**src/rtl/dot_acc.sv**
```systemverilog
// Signed dot-product accumulator: sums 8-bit products into a saturating
// ACC_W-bit accumulator and holds each vector result until it is consumed downstream.
module dot_acc #(
  parameter int ACC_W   = 12,
  parameter int MAX_LEN = 16
) (
  input  logic             clk,
  input  logic             rst,
  input  logic             in_valid,
  output logic             in_ready,
  input  logic [7:0]       in_prod,
  input  logic             in_last,
  output logic             out_valid,
  input  logic             out_ready,
  output logic [ACC_W-1:0] out_sum,
  output logic [7:0]       out_count,
  output logic             out_sat,
  output logic             out_trunc
);

  typedef enum logic {
    ACCUM = 1'b0,
    HOLD  = 1'b1
  } state_e;

  localparam logic [ACC_W-1:0] ACC_MAX   = {1'b0, {(ACC_W-1){1'b1}}};
  localparam logic [ACC_W-1:0] ACC_MIN   = {1'b1, {(ACC_W-1){1'b0}}};
  localparam logic [7:0]       MAX_LEN_C = 8'(MAX_LEN);

  // Clamp a one-bit-wider two's-complement sum back into ACC_W bits.
  function automatic logic [ACC_W-1:0] sat_trim(input logic [ACC_W:0] wide);
    logic ovf;
    ovf = wide[ACC_W] ^ wide[ACC_W-1];
    if (!ovf) begin
      sat_trim = wide[ACC_W-1:0];
    end else if (wide[ACC_W]) begin
      sat_trim = ACC_MIN;
    end else begin
      sat_trim = ACC_MAX;
    end
  endfunction

  state_e           state_q, state_d;
  logic [ACC_W-1:0] acc_q, acc_d;
  logic [7:0]       count_q, count_d;
  logic             sat_q, sat_d;
  logic             trunc_q, trunc_d;

  logic [ACC_W:0]   sum_wide_s;
  logic             clamp_s;
  logic             accept_s;
  logic [7:0]       count_inc_s;

  assign sum_wide_s  = {acc_q[ACC_W-1], acc_q} + {{(ACC_W-7){in_prod[7]}}, in_prod};
  assign clamp_s     = sum_wide_s[ACC_W] ^ sum_wide_s[ACC_W-1];
  assign accept_s    = in_valid && (state_q == ACCUM);
  assign count_inc_s = count_q + 8'd1;

  // Next-state logic for the accumulate/hold handshake.
  always_comb begin
    state_d = state_q;
    acc_d   = acc_q;
    count_d = count_q;
    sat_d   = sat_q;
    trunc_d = trunc_q;
    case (state_q)
      ACCUM: begin
        if (accept_s) begin
          acc_d   = sat_trim(sum_wide_s);
          count_d = count_inc_s;
          sat_d   = sat_q | clamp_s;
          if (in_last) begin
            state_d = HOLD;
          end else if (count_inc_s == MAX_LEN_C) begin
            state_d = HOLD;
            trunc_d = 1'b1;
          end else begin
            state_d = ACCUM;
          end
        end else begin
          state_d = ACCUM;
        end
      end
      HOLD: begin
        if (out_ready) begin
          state_d = ACCUM;
          acc_d   = '0;
          count_d = 8'd0;
          sat_d   = 1'b0;
          trunc_d = 1'b0;
        end else begin
          state_d = HOLD;
        end
      end
      default: begin
        state_d = ACCUM;
        acc_d   = '0;
        count_d = 8'd0;
        sat_d   = 1'b0;
        trunc_d = 1'b0;
      end
    endcase
  end

  // State and datapath registers; reset wins over any handshake on the same edge.
  always_ff @(posedge clk) begin
    if (rst) begin
      state_q <= ACCUM;
      acc_q   <= '0;
      count_q <= 8'd0;
      sat_q   <= 1'b0;
      trunc_q <= 1'b0;
    end else begin
      state_q <= state_d;
      acc_q   <= acc_d;
      count_q <= count_d;
      sat_q   <= sat_d;
      trunc_q <= trunc_d;
    end
  end

  assign in_ready  = (state_q == ACCUM);
  assign out_valid = (state_q == HOLD);
  assign out_sum   = acc_q;
  assign out_count = count_q;
  assign out_sat   = sat_q;
  assign out_trunc = trunc_q;

endmodule

```
**config.mk**
```make
export PLATFORM = sky130hd
export DESIGN_NAME = dot_acc
export DESIGN_NICKNAME = d
export VERILOG_FILES = /design/src/rtl/dot_acc.sv
export SDC_FILE = /design/constraint.sdc
export NUM_CORES = 1
export LEC_CHECK = 0
export ABC_AREA = 1
export CAP_MARGIN = 20
export CORE_UTILIZATION = 45
export DETAILED_ROUTE_END_ITERATION = 12
export MAX_ROUTING_LAYER = met4
export PLACE_DENSITY = 0.82
export SLEW_MARGIN = 25
export SYNTH_ARGS = -nofsm -noshare
export SYNTH_HDL_FRONTEND = slang
export SYNTH_SLANG_ARGS = --single-unit
```
**constraint.sdc**
```tcl
create_clock -name clk -period 4.9 [get_ports clk]
set_input_delay 0.49 -clock clk [delete_from_list [all_inputs] [get_ports clk]]
set_output_delay 0.49 -clock clk [all_outputs]
set_load 0.1 [all_outputs]
```
==> metrics.md <==
| Metric | Value |
|---|---|
| DP Wirelength | `3181 µm` |
| Failing checks | `DRC` |
| Vias after detailed routing | `1813` |
| CTS tree | `built` |
| Min-delay src | `out_sum[11]$_SDFFE_PP0P_` |
| Core area | `4000 µm²` |
| Via/cell ratio | `5.165` |
| Clock latency on the worst-skew pair | `0.27 ns` |
| Min-delay worst type | `reg -> reg` |
| Max Cap Violations | `0` |
| Total I/O pin count | `37` |
| Fin. Hold Viols | `0` |
| Routability cong. | `0.9763` |
| Combinational power share | `0.617` |
| Nets | `329` |
| Post-Syn Area | `1884 µm²` |
| Synth Warn # | `0` |
| Sw Share | `0.5229` |
| Worst R2R Setup Slack | `2.56 ns` |
| CTS sink cnt | `23` |
| CTS Buffer Depth | `2` |
| Fill count | `379` |
| CTS H-tree depth | `1` |
| Slew Limit Headroom | `0.3453` |
| Sequential share of power | `0.250` |
| #FFs+latches synth | `23` |
| Largest net degree at the start of global routing | `21` |
| Max-slew violations | `0` |
| Lkg Pwr | `1.021 nW` |
| Netlist cell types | `30` |
| RSZ-0062 raised after global routing | `no` |
| Pwr Total | `916.7 µW` |
| DIE HEIGHT | `66.71 µm` |
| Worst-path fanout max | `12` |
| Register clock-pin slew on the reported worst setup and hold paths | `0.09 ns` |
| Fin worst setup slack | `2.242 ns` |
| Port Buf Inserts | `36` |
| Worst VDD drop | `0.0002236 V` |
| Area Overhead vs Synth | `22.31%` |
| Initial drt markers | `83` |
| Initial antenna violation count | `0` |
| Mean post-synth cell area | `7.057 µm²` |
| Mapped Cells | `267` |
| Placed Instances | `347` |
| Final Skew | `0.007363 ns` |
| Critical path launch point | `in_prod[0]` |
| Die width | `66.71 µm` |
| Share of cells above drive strength 1 | `0.1694` |
| DRC viols | `2` |
| Worst r2r src | `out_sum[0]$_SDFFE_PP0P_` |
| Diode count | `0` |
| Initial Util | `0.4711` |
| Root Buffer | `clkbuf_8` |
| Hold Buf Count CTS | `0` |
| Final setup viols | `0` |
| FF-to-FF End | `out_sum[4]$_SDFFE_PP0P_` |
| Max Clk Rate | `376.2 MHz` |
| Final period util | `0.5424` |
| CTS buffer count | `3` |
| Row Count | `23` |
| Clk pwr share | `0.132` |
| DRT Pass-1 Iters | `8` |
| ANT nets after route | `0` |
| Worst Setup Slack post-DPL | `1.974 ns` |
| Post_cts resized | `0` |
| Outcome | `finished with violations` |
| Post-synthesis sequential area ratio | `0.2444` |
| Final Critical Period | `2.658 ns` |
| First-pass GRT wire length | `7113 µm` |
| Critical Path Source Type | `primary input` |
| Postcts setup bufs | `0` |
| Setup TNS | `0 ns` |
| Psw | `479.3 µW` |
| Post-Synthesis Net Count | `294` |
| R2r worst-path depth | `12` |
| DIE AREA | `4450 µm²` |
| Crit end category | `flop` |
| GRT overflow | `0` |
| Vias in the first global route | `1666` |
| Power Density | `397.7 nW/µm²` |
| Routed length per instance | `11.99 µm` |
| Worst path required time | `5.02 ns` |
| Finished Layout Cells | `351` |
| Worst Hold Depth | `2` |
| Cell Int Power | `437.3 µW` |
| WP data arrival | `2.78 ns` |
| Gr usage total | `0.2098` |
| WS Path Type | `in -> reg` |
| Slew @ Worst Pin | `0.9789 ns` |
| Hold path endpoint | `out_sum[11]$_SDFFE_PP0P_` |
| Final WL | `4208 µm` |
==> how the worst max path moves through the flow <==
stage | endpoint | slack (ns)
2_1_floorplan | out_sum[1]$_SDFFE_PP0P_ | 1.94
3_3_place_gp | out_sum[4]$_SDFFE_PP0P_ | 2.04
3_5_place_dp | out_sum[4]$_SDFFE_PP0P_ | 1.97
4_1_cts | out_sum[4]$_SDFFE_PP0P_ | 2.26
5_1_grt | out_sat$_SDFFE_PP0P_ | 2.06
6_report | out_sum[4]$_SDFFE_PP0P_ | 2.24
==> cells by family (layout without fill, tap and decap cells) <==
kind of cell               count (synthesis)  count (layout)  share of synthesized area
buffers and inverters                     39              73                    0.09163
DFF                                       23              23                     0.2444
xor gates and xnor gates                   9               9                    0.04183
AOI/OAI and AO/OA                         38              38                     0.1381
adders and majority gates                 14              14                    0.09695
and+or+nand+nor                          144             144                     0.3871
==> through the flow <==
stage / instance area (µm²) / hold slack, ns / utilization
6_report: 2305 / 0.4885 / 0.5762
5_1_grt: 2305 / 0.5233 / 0.5762
4_1_cts: 2305 / 0.4960 / 0.5762
3_5_place_dp: 2258 / 0.4826 / 0.5646
3_3_place_gp: 2258 / 0.4758 / 0.5646
2_1_floorplan: 1884 / 0.6831 / -
==> state kept, by name, summed over array words and instances (netlist names) <==
register / count
out_valid: 1
out_count: 8
out_sum: 12
out_trunc: 1
out_sat: 1
==> Yosys cell counts <==
| cell | count | area share |
|---|---|---|
| inv_1 | 31 | 0.062 |
| xnor2_1 | 5 | 0.023 |
| clkbuf_1 | 2 | 0.0040 |
| dfxtp_1 | 23 | 0.24 |
| a21oi_2 | 13 | 0.060 |
| o21bai_1 | 1 | 0.0040 |
| ha_1 | 13 | 0.086 |
| nand2_1 | 75 | 0.15 |
| o311a_1 | 1 | 0.0053 |
| nor2_4 | 3 | 0.018 |
| nand2_2 | 15 | 0.050 |
| inv_2 | 1 | 0.0020 |
| nor2_2 | 2 | 0.0066 |
| a21oi_1 | 14 | 0.037 |
| nand3_2 | 8 | 0.042 |
| buf_6 | 1 | 0.0060 |
| clkinv_1 | 1 | 0.0020 |
| buf_8 | 1 | 0.0080 |
| nor2_1 | 10 | 0.020 |
| xor2_1 | 4 | 0.019 |
| a21oi_4 | 1 | 0.0086 |
| nand4_1 | 6 | 0.020 |
| o22ai_1 | 2 | 0.0066 |
| buf_4 | 2 | 0.0080 |
| nand2_4 | 4 | 0.024 |
| nor3_1 | 3 | 0.0080 |
| o21ai_0 | 6 | 0.016 |
| nand3_1 | 17 | 0.045 |
| nand3b_1 | 1 | 0.0040 |
| fa_1 | 1 | 0.011 |
==> critical path: stages <==
cell and delay, ns:
clkdlybuf4s50_1 0.41, ha_1 0.24, fa_1 0.44, nand3_2 0.11, nand3_2 0.11, nand3_1 0.12, nand3_2 0.09, nand2_1 0.07
nand2_1 0.05, nand2_1 0.35, nand3_1 0.16, nand2_2 0.10, a21oi_2 0.05
==> power groups by stage <==
stage,registers (mW),clock network [mW],logic [mW]
finish,0.230,0.121,0.566
CTS,0.230,0.126,0.564
global placement,0.234,0,0.554
global route,0.233,0.133,0.609
floorplan,0.393,0,0.306
detailed placement,0.234,0,0.561
==> cells in the final DEF (no fill, tap or decap) <==
cell type        netlist  layout
a21oi_1               14      14
a21oi_2               13      13
a21oi_4                1       1
clkbuf_8               0       3
clkdlybuf4s50_1        0      36
clkinv_1               1       1
clkinv_2               0       1
dfxtp_1               23      23
fa_1                   1       1
ha_1                  13      13
inv_1                 31      31
inv_2                  1       1
nand2_1               75      75
nand2_2               15      15
nand2_4                4       4
nand3_1               17      17
nand3_2                8       8
nand3b_1               1       1
nand4_1                6       6
nor2_1                10      10
nor2_2                 2       2
nor2_4                 3       3
nor3_1                 3       3
o21ai_0                6       6
o21bai_1               1       1
o22ai_1                2       2
o311a_1                1       1
xnor2_1                5       5
xor2_1                 4       4
==> routing by layer <==
layer,vias to the layer above,track usage,routed length (µm)
li1,932,-,-
met1,830,0.2746,2034
met2,47,0.3409,1962
met3,4,0.02226,178
met4,0,0.05851,32
met5,-,-,0
==> area by class of cell <==
type / count / area [µm²] / share of cell area
multi-input cells: 205 / 1251 / 0.5429
repair buffers: 36 / 360.3 / 0.1564
inverters: 33 / 123.9 / 0.05375
clock buffers: 3 / 41.29 / 0.01792
well taps: 50 / 62.56 / 0.02714
clock inverters: 1 / 5.005 / 0.002172
flip-flops and latches: 23 / 460.4 / 0.1998
No activity file was read; power rests on OpenSTA's default activity.
